--- src/rtl/time_pkg.sv ---
// Shared types and helpers for the stopwatch timing blocks.
package time_pkg;

    typedef enum logic [1:0] {
        IDLE     = 2'd0,
        RUN      = 2'd1,
        PAUSE    = 2'd2,
        LAP_HOLD = 2'd3
    } sw_state_t;

    function automatic int ms_to_cyc(input int clk_hz, input int ms);
        return clk_hz / 1000 * ms;
    endfunction

endpackage

--- src/rtl/key_cond.sv ---
// Pushbutton conditioner: 2-FF synchronizer, debounce counter and a one-cycle
// press pulse on the debounced 1->0 transition.
module key_cond #(
    parameter int DB_CYC = 10
) (
    input  logic clk,
    input  logic rst,
    input  logic key_n,
    output logic press
);

    localparam int CW = $clog2(DB_CYC + 1);
    localparam logic [CW-1:0] CNT_MAX = CW'(DB_CYC);

    logic          sync_a;
    logic          sync_b;
    logic          level;
    logic          armed;
    logic [CW-1:0] db_cnt;

    // armed stays low until the key has been seen released, so a key held
    // through reset cannot produce a press when reset drops.
    always_ff @(posedge clk or posedge rst) begin
        if (rst) begin
            sync_a <= 1'b0;
            sync_b <= 1'b0;
            level  <= 1'b1;
            armed  <= 1'b0;
            db_cnt <= '0;
            press  <= 1'b0;
        end else begin
            sync_a <= key_n;
            sync_b <= sync_a;
            press  <= 1'b0;
            if (sync_b) begin
                armed <= 1'b1;
            end
            if (sync_b == level) begin
                db_cnt <= '0;
            end else if (db_cnt == CNT_MAX) begin
                level  <= sync_b;
                db_cnt <= '0;
                press  <= level & armed;
            end else begin
                db_cnt <= db_cnt + 1'b1;
            end
        end
    end

endmodule

--- src/rtl/stopwatch_seq.sv ---
// Stopwatch mode sequencer: conditions the three buttons and runs the
// IDLE/RUN/PAUSE/LAP_HOLD machine driving counter, tracker and display controls.
//
//   state    | meaning
//   ---------+---------------------------------------------------------
//   IDLE     | stopped and cleared; start runs, clear pulses the clears
//   RUN      | counter enabled, live display
//   PAUSE    | counter frozen; start resumes, clear returns to IDLE
//   LAP_HOLD | counter enabled, held lap shown until hold timer expires
module stopwatch_seq
    import time_pkg::*;
#(
    parameter int CLK_HZ      = 50_000_000,
    parameter int DEBOUNCE_MS = 20,
    parameter int HOLD_MS     = 2000
) (
    input  logic       clk,
    input  logic       rst,
    input  logic       key_start_n,
    input  logic       key_lap_n,
    input  logic       key_clear_n,
    output logic       cnt_en,
    output logic       cnt_clr,
    output logic       lap_strb,
    output logic       lap_clr,
    output logic       disp_sel,
    output logic [1:0] state
);

    localparam int DB_CYC   = ms_to_cyc(CLK_HZ, DEBOUNCE_MS);
    localparam int HOLD_CYC = ms_to_cyc(CLK_HZ, HOLD_MS);
    localparam int HW       = $clog2(HOLD_CYC);
    localparam logic [HW-1:0] HOLD_LOAD = HW'(HOLD_CYC - 1);

    logic ev_start;
    logic ev_lap;
    logic ev_clear;
    logic acc_start;
    logic acc_lap;
    logic acc_clear;

    sw_state_t     state_q;
    sw_state_t     state_d;
    logic [HW-1:0] hold_q;
    logic [HW-1:0] hold_d;
    logic          strb_d;
    logic          clr_d;

    key_cond #(.DB_CYC(DB_CYC)) u_key_start (
        .clk   (clk),
        .rst   (rst),
        .key_n (key_start_n),
        .press (ev_start)
    );

    key_cond #(.DB_CYC(DB_CYC)) u_key_lap (
        .clk   (clk),
        .rst   (rst),
        .key_n (key_lap_n),
        .press (ev_lap)
    );

    key_cond #(.DB_CYC(DB_CYC)) u_key_clear (
        .clk   (clk),
        .rst   (rst),
        .key_n (key_clear_n),
        .press (ev_clear)
    );

    // Fixed priority start > lap > clear; losers in the same cycle are dropped.
    assign acc_start = ev_start;
    assign acc_lap   = ev_lap & ~ev_start;
    assign acc_clear = ev_clear & ~ev_start & ~ev_lap;

    always_comb begin
        state_d = state_q;
        hold_d  = hold_q;
        strb_d  = 1'b0;
        clr_d   = 1'b0;
        case (state_q)
            IDLE: begin
                if (acc_start) begin
                    state_d = RUN;
                end else if (acc_clear) begin
                    clr_d = 1'b1;
                end
            end
            RUN: begin
                if (acc_start) begin
                    state_d = PAUSE;
                end else if (acc_lap) begin
                    strb_d  = 1'b1;
                    hold_d  = HOLD_LOAD;
                    state_d = LAP_HOLD;
                end
            end
            LAP_HOLD: begin
                // A lap on the expiry cycle reloads rather than returning to RUN.
                if (acc_start) begin
                    state_d = PAUSE;
                    hold_d  = '0;
                end else if (acc_lap) begin
                    strb_d = 1'b1;
                    hold_d = HOLD_LOAD;
                end else if (hold_q == '0) begin
                    state_d = RUN;
                end else begin
                    hold_d = hold_q - 1'b1;
                end
            end
            PAUSE: begin
                if (acc_start) begin
                    state_d = RUN;
                end else if (acc_clear) begin
                    clr_d   = 1'b1;
                    state_d = IDLE;
                end
            end
            default: begin
                state_d = IDLE;
            end
        endcase
    end

    always_ff @(posedge clk or posedge rst) begin
        if (rst) begin
            state_q  <= IDLE;
            hold_q   <= '0;
            cnt_en   <= 1'b0;
            cnt_clr  <= 1'b0;
            lap_strb <= 1'b0;
            lap_clr  <= 1'b0;
            disp_sel <= 1'b0;
        end else begin
            state_q  <= state_d;
            hold_q   <= hold_d;
            cnt_en   <= (state_d == RUN) || (state_d == LAP_HOLD);
            cnt_clr  <= clr_d;
            lap_strb <= strb_d;
            lap_clr  <= clr_d;
            disp_sel <= (state_d == LAP_HOLD);
        end
    end

    assign state = state_q;

endmodule
--- config.mk ---
export PLATFORM = sky130hd
export DESIGN_NAME = stopwatch_seq
export DESIGN_NICKNAME = d
export VERILOG_FILES = /design/src/rtl/time_pkg.sv /design/src/rtl/key_cond.sv /design/src/rtl/stopwatch_seq.sv
export SDC_FILE = /design/constraint.sdc
export NUM_CORES = 1
export LEC_CHECK = 0
export BUFFER_PORTS_ARGS = -buffer_cell sky130_fd_sc_hd__buf_4
export CAP_MARGIN = 20
export CORE_MARGIN = 8
export CORE_UTILIZATION = 30
export CTS_BUF_LIST = sky130_fd_sc_hd__clkbuf_8
export DETAILED_ROUTE_END_ITERATION = 10
export GPL_TIMING_DRIVEN = 0
export PLACE_DENSITY_LB_ADDON = 0.15
export REMOVE_ABC_BUFFERS = 1
export SYNTH_ARGS = -nofsm -noshare
export SYNTH_HDL_FRONTEND = slang
export SYNTH_SLANG_ARGS = --single-unit
--- constraint.sdc ---
create_clock -name clk -period 3.4 [get_ports clk]
set_input_delay 0.51 -clock clk [delete_from_list [all_inputs] [get_ports clk]]
set_output_delay 0.51 -clock clk [all_outputs]
set_load 0.05 [all_outputs]
==> summary.log, run 1 <==
INFO  floorplanning  core=17780um2
INFO  setup_path     worstPathCellList=or4_1 -> or4_1 -> o21bai_2 -> and2_1 -> a221o_1
INFO  setup_path     crit_path_frequent_cell=or4_1
INFO  sta            max-slew-margin-rel=0.2791
INFO  placement      finalWeightedCongestion=0.7565
INFO  sta            clk_skew=0.01764ns
INFO  cells_and_area finalCoreUtilization=0.3335
INFO  synth          synth_cell_types=54
INFO  placement      port-buffer-count=11
INFO  setup_path     critical_path_class=flop to flop
INFO  synth          ys_async_sr_fraction=1.000
INFO  outcome        status=complete, no violations
INFO  setup_path     cpPeakStageDelay=0.70ns
INFO  global_routing via_count_of_the_first_global_routing_pass=3949
INFO  sta            sum_of_negative_setup_slack=0ns
INFO  synth          synthesis.yosys.warnings=0
INFO  floorplanning  dieHeight=150.1um
INFO  flow_run       max_cap_violations=0
INFO  clocking       cts-hold-fix-buffers=0
INFO  floorplanning  initial_util=0.3035
INFO  floorplanning  num_rows=49
INFO  sta            rsz0062_at_grt=no
INFO  placement      dpl.cell_count=778
INFO  cells_and_area share_of_post_route_cells_with_drive_strength_above_1=0.08850
INFO  cells_and_area mostFrequentLayoutCell=dfrtp_1
INFO  setup_path     worst_setup_path_start_kind=flop
INFO  clocking       cts_root_buffer=clkbuf_8
INFO  power          leakage=2.649nW
INFO  power          ir_worst_vdd=222.5uV
INFO  route          avgRoutedWirePerCell=14.04um
INFO  synth          ys.flop_type=dfrtp_1
INFO  setup_path     critPathBufInv=0
INFO  synth          number_of_synthesized_flops_with_an_enable_pin=0
INFO  cells_and_area fill_cells=1880
INFO  power          pwr_density_cell=376.1nW/um2
INFO  clocking       ctsLongestPathBuffers=2
INFO  cells_and_area layout_common_cells=dfrtp_1, nor2_1, nand2_1, xor2_1, nand3_1
INFO  sta            report.final.setup_viol=0
INFO  synth          netlist_top_cells_area=dfrtp_1, xor2_1, nor2_1, xnor2_1, nand3_1
INFO  synth          synth_seq_area_share=0.4969
INFO  sta            worst-slew-pin-transition=1.071ns
INFO  placement      detailed_placement_hpwl=7503um
INFO  sta            slew_viol_final=0
INFO  sta            final_period_minus_worst_setup_slack=3.173ns
INFO  cells_and_area n_antenna_cell=0
INFO  route          firstDrtPassIters=4
INFO  global_routing globalRouteOverflowTotal=0
INFO  global_routing global_route_wire_length_before_repair=19290um
INFO  cells_and_area finalNonFillerCells=794
INFO  synth          synthesis.area_per_instance=9.706um2
INFO  global_routing track_usage=0.1045
INFO  clocking       tritoncts.num_buffers=9
INFO  route          drc=0
INFO  sta            fin_crit_sh=0.9332
INFO  setup_path     timing.critical_path.max_delay_family=simple AND/OR/NAND/NOR gates
INFO  route          routed_via_density=4.996
INFO  clocking       cts.sinks=107
INFO  worst_hold_path holdCritPathClass=primary input to flop
INFO  synth          post-synth-top-area-fraction=0.4823
INFO  clocking       path_clk_slew=0.12ns
INFO  clocking       ctsHtreeMaxLevel=3
INFO  floorplanning  dieArea=22540um2
INFO  floorplanning  boundaryPins=12
INFO  setup_path     critical_path.endpoint_type=flop
INFO  synth          synth_top_cell_by_area=dfrtp_1
INFO  setup_path     critical_path_peak_fanout=11
INFO  cells_and_area number_of_nets_in_the_layout=573
INFO  cells_and_area final_design_area_no_fill=5929um2
INFO  synth          mappedNetlistArea=5396um2
INFO  placement      pre_cts_slack=-0.07356ns
INFO  global_routing grt_antenna_before_repair=0
INFO  route          first_iter_violations=275
INFO  setup_path     crit_arrival=3.49ns
INFO  setup_path     cp_data_required_time=3.72ns
INFO  global_routing grt_max_degree=68
INFO  synth          syn_inst=556
INFO  setup_path     critPathSlowestCell=or4_1
INFO  cells_and_area syn2layout_area_growth=9.877%
INFO  placement      post_dp_cell_area=5708um2
INFO  clocking       cts_tree=built
INFO  route          drtAntennaViolNets=0
INFO  sta            timing.fmax=315.2MHz
INFO  sta            timing_hold_violations_final=0
INFO  floorplanning  die_x=150.1um
INFO  synth          post_synthesis_register_bit_count=107
INFO  route          detailroute.via_count=3967
INFO  sta            finalWorstSetupSlack=0.2273ns
INFO  clocking       insertion_delay=0.39ns
INFO  route          final_routed_wirelength_across_all_metal_layers=11150um
[per-layer routing]
layer,wire length (um),vias to the layer above,global-route usage,part of all wire
li1,-,1979,-,-
met3,335,10,0.02495,0.030
met1,5478,1942,0.1354,0.49
met4,147,0,0.03748,0.013
met5,0,-,0,0
met2,5185,36,0.1671,0.47
[area by class of cell]
cell class	instances	area, um2	share of cell area
Tap cell	229	286.5	0.04832
Clock inverter	7	91.34	0.01540
Clock buffer	9	123.9	0.02089
Timing Repair Buffer	13	121.4	0.02047
Inverter	22	87.58	0.01477
Multi-Input combinational cell	407	2537	0.4279
Sequential cell	107	2681	0.4522
[through the flow]
step / hold WS [ns] / power, mW
3_5_place_dp: 0.3347 / 1.392
2_1_floorplan: 0.3312 / 1.364
5_1_grt: 0.2001 / 2.333
4_1_cts: 0.2039 / 2.272
6_report: 0.2300 / 2.230
3_3_place_gp: 0.3349 / 1.387
[worst reg2reg max path, cell delays in order, from the launching register on]
cell	delay, ns
dfrtp_1	0.48
or4_1	0.69
or4_1	0.70
o21bai_2	0.46
and2_1	0.53
a221o_1	0.24
[final timing paths]
kind                       cells past startpoint                      to  slack, ns        startpoint
setup reg to reg                               5              hold_q[12]       0.23        hold_q[14]
hold / removal                                 1      u_key_start.sync_a       0.23       key_start_n
hold reg to reg                                0        u_key_lap.sync_b       0.36  u_key_lap.sync_a
min in group asynchronous                      2  u_key_start.db_cnt[16]       0.30               rst
setup / recovery                               5              hold_q[12]       0.23        hold_q[14]
max in group asynchronous                      3              hold_q[10]       2.41               rst
[kinds of logic after synthesis]
family                     synth area share
AOI/OAI and AO/OA                    0.1027
xor gates and xnor gates            0.09413
adders and majority gates           0.01855
buffers and inverters               0.03501
DFF                                  0.4969
muxes                               0.01206
and+or+nand+nor                      0.2407
[synth_stat cells, types with 6 or more instances]
library cell and number:
nand4_1 18, ha_1 8, clkbuf_1 11, nor2_1 81
o21ai_0 11, or2_2 7, nand2_1 38, and3_1 15
nor4_1 13, a22o_1 6, xnor2_1 20, or4_1 10
xor2_1 38, dfrtp_1 104, nand3_1 32, nor4b_1 6
nor3_1 21, a21oi_1 14, inv_1 21
[flip-flops by register name, summed over array words and instances (netlist names), 2 cells and up]
register and cells:
hold_q 27, state 2, u_key_clear.db_cnt 20, u_key_lap.db_cnt 20, u_key_start.db_cnt 20
[power breakdown]
| part | switching [mW] | leakage, nW | internal (mW) |
|---|---|---|---|
| clock | 0.452 | 0.115 | 0.414 |
| sequential | 0.0145 | 1.45 | 1.28 |
| combinational | 0.0467 | 1.09 | 0.0180 |
| total | 0.514 | 2.65 | 1.72 |
[what timing repair did]
item                       in CTS  in global routing
setup buffers                   0                  0
resized for setup               1                  1
setup endpoints to repair      11                  1
Power figures use the tool's default switching activity.
==> run 2, diff against run 1 <==
Settings changed: ABC_AREA set to 1.
Clock period 3.4 ns to 3.7 ns, I/O delays scaled along.
==> run 2 against run 1 <==
Routed wire length up 16%. Global-route usage up 1.0 points. Clock-buffer cell count up 2. Final cell count up 32%. Die area up 8.6%. Non-clock buffer count up 1. Clock power down 13%. Fmax up 67%. Highest routed layer unchanged. Sequential power down 8%. Core utilization up 0.16 points.
==> summary.log, run 2 <==
INFO  outcome        status=complete, no violations [unchanged]
INFO  setup_path     cpPeakStageDelay=0.39ns [was 0.70 ns]
INFO  sta            report.final.setup_viol=0 [unchanged]
INFO  setup_path     critical_path_class=flop to flop [unchanged]
INFO  clocking       insertion_delay=0.38ns [was 0.39 ns]
INFO  placement      pre_cts_slack=1.814ns [was -0.07356 ns]
INFO  setup_path     r2r-start=hold_q[0] [was hold_q[14]]
INFO  synth          syn_inst=762 [was 556]
INFO  global_routing via_count_of_the_first_global_routing_pass=4603 [was 3949]
INFO  sta            worst-slew-pin-transition=0.9272ns [was 1.071 ns]
INFO  sta            max-slew-margin-rel=0.3774 [was 0.2791]
INFO  global_routing global_route_wire_length_before_repair=22870um [was 19290 um]
INFO  placement      finalWeightedCongestion=0.7496 [was 0.7565]
INFO  floorplanning  dieArea=24470um2 [was 22540 um2]
INFO  power          pwr_density_cell=311.2nW/um2 [was 376.1 nW/um2]
INFO  floorplanning  boundaryPins=12 [unchanged]
INFO  power          leakage=3.071nW [was 2.649 nW]
INFO  sta            fin_crit_sh=0.5137 [was 0.9332]
INFO  synth          netlist_top_cells_area=dfrtp_1, nand2_1, nor2_1, inv_1, nand3_1 [was dfrtp_1, xor2_1, nor2_1, xnor2_1, nand3_1]
INFO  route          first_iter_violations=243 [was 275]
INFO  route          detailroute.via_count=4680 [was 3967]
INFO  worst_hold_path holdCritPathClass=primary input to async pin [was primary input to flop]
INFO  route          drtAntennaViolNets=0 [unchanged]
INFO  synth          synth_common_cells=nand2_1, nor2_1, dfrtp_1 [was dfrtp_1, nor2_1, nand2_1, xor2_1, nand3_1]
INFO  route          drc=0 [unchanged]
INFO  global_routing grt_antenna_before_repair=0 [unchanged]
INFO  clocking       cts-resized-gates=0 [was 1]
INFO  cells_and_area share_of_post_route_cells_with_drive_strength_above_1=0.09859 [was 0.08850]
INFO  synth          post_synthesis_register_bit_count=107 [unchanged]
INFO  synth          mappedNetlistArea=5916um2 [was 5396 um2]
INFO  cells_and_area syn2layout_area_growth=9.899% [was 9.877%]
INFO  global_routing globalRouteOverflowTotal=0 [unchanged]
INFO  setup_path     worst_setup_path_start_kind=flop [unchanged]
INFO  setup_path     critPathSlowestCell=dfrtp_1 [was or4_1]
INFO  setup_path     worst-r2r-setup-slack=1.80ns [was 0.23 ns]
INFO  synth          post-synth-top-area-fraction=0.4399 [was 0.4823]
INFO  cells_and_area largest_register_ffs=27 [unchanged]
INFO  clocking       path_clk_slew=0.11ns [was 0.12 ns]
INFO  setup_path     critical_path.endpoint_type=flop [unchanged]
INFO  route          avgRoutedWirePerCell=12.38um [was 14.04 um]
INFO  setup_path     timing.critical_path.max_delay_family=simple AND/OR/NAND/NOR gates [unchanged]
INFO  clocking       cts_tree=built [unchanged]
INFO  synth          synthesis.yosys.warnings=0 [unchanged]
INFO  synth          ys.flop_type=dfrtp_1 [unchanged]
INFO  floorplanning  initial_util=0.3050 [was 0.3035]
INFO  setup_path     critPathBufInv=2 [was 0]
INFO  clocking       tritoncts.num_buffers=9 [unchanged]
INFO  sta            finalWorstSetupSlack=1.799ns [was 0.2273 ns]
INFO  global_routing grt_max_degree=83 [was 68]
INFO  synth          synth_top_cell_by_area=dfrtp_1 [unchanged]
INFO  setup_path     r2r_end=hold_q[4] [was hold_q[12]]
INFO  clocking       cts-hold-fix-buffers=0 [unchanged]
INFO  sta            sum_of_negative_setup_slack=0ns [unchanged]
INFO  route          routed_via_density=4.474 [was 4.996]
INFO  synth          synth_seq_area_share=0.4533 [was 0.4969]
INFO  setup_path     r2r_cells=11 [was 5]
INFO  placement      port-buffer-count=11 [unchanged]
INFO  floorplanning  die_x=156.4um [was 150.1 um]
INFO  synth          synth_cell_types=35 [was 54]
INFO  clocking       cts_root_buffer=clkbuf_8 [unchanged]
INFO  power          design_power_total=2.023mW [was 2.230 mW]
INFO  setup_path     cp_data_required_time=3.97ns [was 3.72 ns]
INFO  power          ir_worst_vdd=150.2uV [was 222.5 uV]
INFO  sta            holdWs=0.1151ns [was 0.2300 ns]
INFO  sta            rsz0062_at_grt=no [unchanged]
INFO  synth          synthesis.area_per_instance=7.763um2 [was 9.706 um2]
INFO  cells_and_area layout_common_cells=nand2_1, nor2_1, dfrtp_1 [was dfrtp_1, nor2_1, nand2_1, xor2_1, nand3_1]
INFO  setup_path     worstPathCellList=inv_1 -> ha_1 -> inv_1 -> nor2_1 -> nand4_1 -> nor2_1 -> nand2_2 -> nand2_4 -> nand2_4 -> o21ai_0 -> o21ai_1 [was or4_1 -> or4_1 -> o21bai_2 -> and2_1 -> a221o_1]
INFO  synth          number_of_synthesized_flops_with_an_enable_pin=0 [unchanged]
INFO  route          firstDrtPassIters=5 [was 4]
INFO  clocking       cts.sinks=107 [unchanged]
INFO  cells_and_area largest-register=hold_q [unchanged]
INFO  route          final_routed_wirelength_across_all_metal_layers=12950um [was 11150 um]
INFO  setup_path     critical_path_peak_fanout=31 [was 11]
INFO  clocking       ctsLongestPathBuffers=2 [unchanged]
INFO  setup_path     crit_arrival=2.17ns [was 3.49 ns]
INFO  cells_and_area n_antenna_cell=0 [unchanged]
INFO  placement      detailed_placement_hpwl=9250um [was 7503 um]
INFO  floorplanning  num_rows=51 [was 49]
INFO  cells_and_area mostFrequentLayoutCell=nand2_1 [was dfrtp_1]
INFO  sta            clk_skew=0.01664ns [was 0.01764 ns]
INFO  flow_run       max_cap_violations=0 [unchanged]
INFO  sta            final_period_minus_worst_setup_slack=1.901ns [was 3.173 ns]
INFO  cells_and_area number_of_nets_in_the_layout=789 [was 573]
INFO  floorplanning  core=19400um2 [was 17780 um2]
INFO  global_routing track_usage=0.1148 [was 0.1045]
INFO  floorplanning  dieHeight=156.4um [was 150.1 um]
INFO  sta            slew_viol_final=0 [unchanged]
INFO  clocking       ctsHtreeMaxLevel=3 [unchanged]
INFO  sta            timing.fmax=526.2MHz [was 315.2 MHz]
INFO  cells_and_area fill_cells=2124 [was 1880]
INFO  synth          yosysMostFrequentCell=nand2_1 [was dfrtp_1]
INFO  clocking       cts_post_setup_buffers_inserted=0 [unchanged]
INFO  sta            timing_hold_violations_final=0 [unchanged]
INFO  synth          ys_async_sr_fraction=1.000 [unchanged]
==> run 2: worst max path at each step <==
stage / startpoint / endpoint / depth (start not counted)
after global placement: rst / u_key_start.db_cnt[5] / 2
after CTS: hold_q[0] / hold_q[4] / 11
final: hold_q[0] / hold_q[4] / 11
after detailed placement: u_key_lap.sync_b / u_key_lap.db_cnt[17] / 4
after global routing: hold_q[0] / hold_q[4] / 11
after floorplan: rst / disp_sel / 1
==> run 2: area by class of cell <==
class,count,area (um2),share of cell area
multi-input cells,538,2756,0.4240
flip-flops and latches,107,2681,0.4124
inverters,106,402.9,0.06197
well taps,265,331.6,0.05100
clock buffers,11,151.4,0.02329
repair buffers,14,128.9,0.01982
clock inverters,5,48.80,0.007506
==> run 2: where the power goes <==
group | switching [mW] | internal, mW | total, mW | leakage [nW]
clock network | 0.411 | 0.344 | 0.755 | 0.109
logic | 0.0568 | 0.0216 | 0.0784 | 1.51
registers | 0.00867 | 1.18 | 1.19 | 1.45
total | 0.476 | 1.55 | 2.02 | 3.07
==> run 2: cells by family (layout without fill, tap and decap cells) <==
family,count (synthesis),in the layout,synth area share
AO/OA/AOI/OAI,66,66,0.05859
XOR/XNOR,38,38,0.05626
flip-flops,107,107,0.4533
AND/OR/NAND/NOR,426,426,0.3342
buffers and inverters,117,136,0.08079
adder cells (fa/ha/maj),8,8,0.01692
==> run 2: through the flow <==
step / utilization / cell area (um2) / cells
2_1_floorplan: - / 5836 / 751
3_3_place_gp: 0.3222 / 6250 / 1027
3_5_place_dp: 0.3248 / 6301 / 1030
4_1_cts: 0.3351 / 6501 / 1046
5_1_grt: 0.3351 / 6501 / 1046
6_report: 0.3351 / 6501 / 1046
==> run 2: per-layer routing <==
metal / share of wire / up-vias / track usage
met5: 0 / - / 0
met4: 0.0090 / 0 / 0.02197
met3: 0.035 / 8 / 0.03144
met2: 0.44 / 51 / 0.1769
met1: 0.51 / 2151 / 0.1583
li1: - / 2470 / -
==> run 3, diff against run 2 <==
Clock period 3.7 ns to 1.6 ns, I/O delays scaled along.
==> run 3 against run 2 <==
The flow now finishes with violations (negative setup slack). Die area unchanged. Critical path depth decreased by 1. Final cell count increased by 5.1%. Global-route usage increased by 0.59 points. Routed wire length increased by 8.5%. Clock skew about the same. Via count increased by 6.2%. Core utilization increased by 4.8 points. Critical endpoint is now u_key_clear.db_cnt[14].
==> summary.log, run 3 (synthesis gave the netlist of run 2 again) <==
INFO  outcome        status=finished with violations [was complete, no violations]
INFO  outcome        violations_in_the_final_reports=negative setup slack
INFO  sta            timing_hold_violations_final=0 [unchanged]
INFO  route          drc=0 [unchanged]
INFO  setup_path     timing.critical_path.max_delay_family=simple AND/OR/NAND/NOR gates [unchanged]
INFO  floorplanning  dieArea=24470um2 [unchanged]
INFO  setup_path     critPathSlowestCell=dfrtp_1 [unchanged]
INFO  clocking       cts.sinks=107 [unchanged]
INFO  setup_path     cpPeakStageDelay=0.44ns [was 0.39 ns]
INFO  route          routed_via_density=4.522 [was 4.474]
INFO  route          final_routed_wirelength_across_all_metal_layers=14050um [was 12950 um]
INFO  sta            holdWs=0.3552ns [was 0.1151 ns]
INFO  setup_path     critical_path_peak_fanout=4 [was 31]
INFO  route          drtAntennaViolNets=0 [unchanged]
INFO  route          firstDrtPassIters=5 [unchanged]
INFO  sta            timing.fmax=609.4MHz [was 526.2 MHz]
INFO  cells_and_area mostFrequentLayoutCell=nand2_1 [unchanged]
INFO  clocking       ctsHtreeMaxLevel=3 [unchanged]
INFO  cells_and_area syn2layout_area_growth=25.51% [was 9.899%]
INFO  flow_run       max_cap_violations=0 [unchanged]
INFO  worst_hold_path holdCritPathClass=primary input to async pin [unchanged]
INFO  placement      detailed_placement_hpwl=9250um [unchanged]
INFO  floorplanning  die_x=156.4um [unchanged]
INFO  setup_path     critical_path_class=flop to flop [unchanged]
INFO  route          first_iter_violations=229 [was 243]
INFO  global_routing grt_antenna_before_repair=0 [unchanged]
INFO  placement      port-buffer-count=11 [unchanged]
INFO  clocking       ctsLongestPathBuffers=2 [unchanged]
INFO  floorplanning  num_rows=51 [unchanged]
INFO  sta            rsz0062_at_grt=yes [was no]
INFO  floorplanning  initial_util=0.3050 [unchanged]
INFO  placement      finalWeightedCongestion=0.7496 [unchanged]
INFO  setup_path     worst_setup_path_start_kind=flop [unchanged]
INFO  clocking       insertion_delay=0.39ns [was 0.38 ns]
INFO  route          avgRoutedWirePerCell=12.78um [was 12.38 um]
INFO  power          design_power_total=4.749mW [was 2.023 mW]
INFO  cells_and_area fill_cells=2069 [was 2124]
INFO  global_routing globalRouteOverflowTotal=0 [unchanged]
INFO  sta            clk_skew=0.01622ns [was 0.01664 ns]
INFO  floorplanning  dieHeight=156.4um [unchanged]
INFO  cells_and_area number_of_nets_in_the_layout=842 [was 789]
INFO  clocking       tritoncts.num_buffers=9 [unchanged]
INFO  sta            max-slew-margin-rel=0.6101 [was 0.3774]
INFO  floorplanning  core=19400um2 [unchanged]
INFO  sta            final_period_minus_worst_setup_slack=1.641ns [was 1.901 ns]
INFO  power          leakage=3.441nW [was 3.071 nW]
INFO  route          detailroute.via_count=4970 [was 4680]
INFO  power          ir_worst_vdd=358.3uV [was 150.2 uV]
INFO  global_routing grt_max_degree=83 [unchanged]
INFO  global_routing via_count_of_the_first_global_routing_pass=4859 [was 4603]
INFO  setup_path     cp_data_required_time=1.89ns [was 3.97 ns]
INFO  cells_and_area n_antenna_cell=0 [unchanged]
INFO  clocking       cts_tree=built [unchanged]
INFO  sta            worst-slew-pin-transition=0.5821ns [was 0.9272 ns]
INFO  global_routing track_usage=0.1207 [was 0.1148]
INFO  sta            finalWorstSetupSlack=-0.04088ns [was 1.799 ns]
INFO  setup_path     critPathBufInv=1 [was 2]
INFO  sta            report.final.setup_viol=11 [was 0]
INFO  cells_and_area largest-register=hold_q [unchanged]
INFO  setup_path     crit_arrival=1.93ns [was 2.17 ns]
INFO  setup_path     critical_path.endpoint_type=flop [unchanged]
INFO  cells_and_area share_of_post_route_cells_with_drive_strength_above_1=0.2530 [was 0.09859]
INFO  clocking       cts_root_buffer=clkbuf_8 [unchanged]
INFO  setup_path     crit_path_frequent_cell=nor2_4
INFO  cells_and_area layout_common_cells=nand2_1, nor2_1, dfrtp_1 [unchanged]
INFO  clocking       path_clk_slew=0.11ns [about the same]
INFO  power          pwr_density_cell=639.6nW/um2 [was 311.2 nW/um2]
INFO  global_routing global_route_wire_length_before_repair=24050um [was 22870 um]
INFO  floorplanning  boundaryPins=12 [unchanged]
INFO  sta            fin_crit_sh=1.026 [was 0.5137]
INFO  cells_and_area largest_register_ffs=27 [unchanged]
INFO  sta            slew_viol_final=0 [unchanged]
INFO  setup_path     worstPathCellList=ha_4 -> nand3_4 -> nor2_4 -> nand2_2 -> nor2_4 -> nand3_4 -> nor2_4 -> inv_2 -> o21ai_1 -> nor2_1 [was inv_1 -> ha_1 -> inv_1 -> nor2_1 -> nand4_1 -> nor2_1 -> nand2_2 -> nand2_4 -> nand2_4 -> o21ai_0 -> o21ai_1]
run 3: changes by cell type in the layout (fill, tap and decap cells not counted), sizes merged:
cell | previous run | this run
buf | 14 | 58
dlygate4sd3 | 0 | 4
inv | 109 | 108
nand2 | 143 | 148
clkinvlp | 1 | 2
run 3: metrics by stage:
| stage | TNS [ns] | std cells | worst slack, ns | instance area [um2] | util |
|---|---|---|---|---|---|
| 6_report | -0.2119 | 1099 | -0.04088 | 7425 | 0.3827 |
| 5_1_grt | -5.527 | 1099 | -0.2122 | 7425 | 0.3827 |
| 4_1_cts | -0.5480 | 1074 | -0.04432 | 6958 | 0.3587 |
| 3_5_place_dp | -12.28 | 1030 | -0.2856 | 6301 | 0.3248 |
| 3_3_place_gp | -355.13 | 1027 | -3.165 | 6250 | 0.3222 |
| 2_1_floorplan | -166.01 | 751 | -1.452 | 5836 | - |
run 3: worst paths after layout:
path,from,end,slack [ns],cells after the start
min in group clk,u_key_clear.sync_a,u_key_clear.sync_b,0.36,0
worst min register to register,u_key_clear.sync_a,u_key_clear.sync_b,0.36,0
worst max-delay path,u_key_clear.db_cnt[1],u_key_clear.db_cnt[14],-0.04,10
worst min-delay path,rst,u_key_lap.db_cnt[11],0.36,3
max in group asynchronous,rst,u_key_start.db_cnt[5],0.53,4
worst max register to register,u_key_clear.db_cnt[1],u_key_clear.db_cnt[14],-0.04,10
run 3: worst register-to-register path, stage by stage (launching register included):
cell and delay [ns]:
dfrtp_1 0.44, ha_4 0.18, nand3_4 0.09, nor2_4 0.10
nand2_2 0.08, nor2_4 0.21, nand3_4 0.13, nor2_4 0.11
inv_2 0.05, o21ai_1 0.13, nor2_1 0.05
run 3: layout make-up:
cell class                      count  area [um2]  share of cell area
Inverter                          106       409.1             0.05511
Sequential cell                   107        2690              0.3623
Clock inverter                      5       48.80            0.006572
Clock buffer                       11       151.4             0.02039
Multi-Input combinational cell    543        3287              0.4427
Timing Repair Buffer               62       506.7             0.06825
Tap cell                          265       331.6             0.04466
run 3: what timing repair did:
action,in CTS,in global routing
endpoints found under the setup margin,64,67
gates cloned,5,0
buffers inserted,19,25
pin swaps,21,33
hold buffers,4,0
gates resized for setup,60,71
endpoints found under the hold margin,27,0
run 3: routing by layer:
metal	share of wire	vias to the layer above	global-route usage
li1	-	2579	-
met1	0.50	2335	0.1643
met2	0.47	48	0.1910
met3	0.027	8	0.03061
met4	0.0073	0	0.02197
met5	0	-	0
run 3: where the power goes:
group          total [mW]  switching, mW  internal (mW)
clock                1.76          0.965          0.796
sequential           2.76         0.0311           2.73
combinational       0.225          0.147         0.0778
total                4.75           1.14           3.61
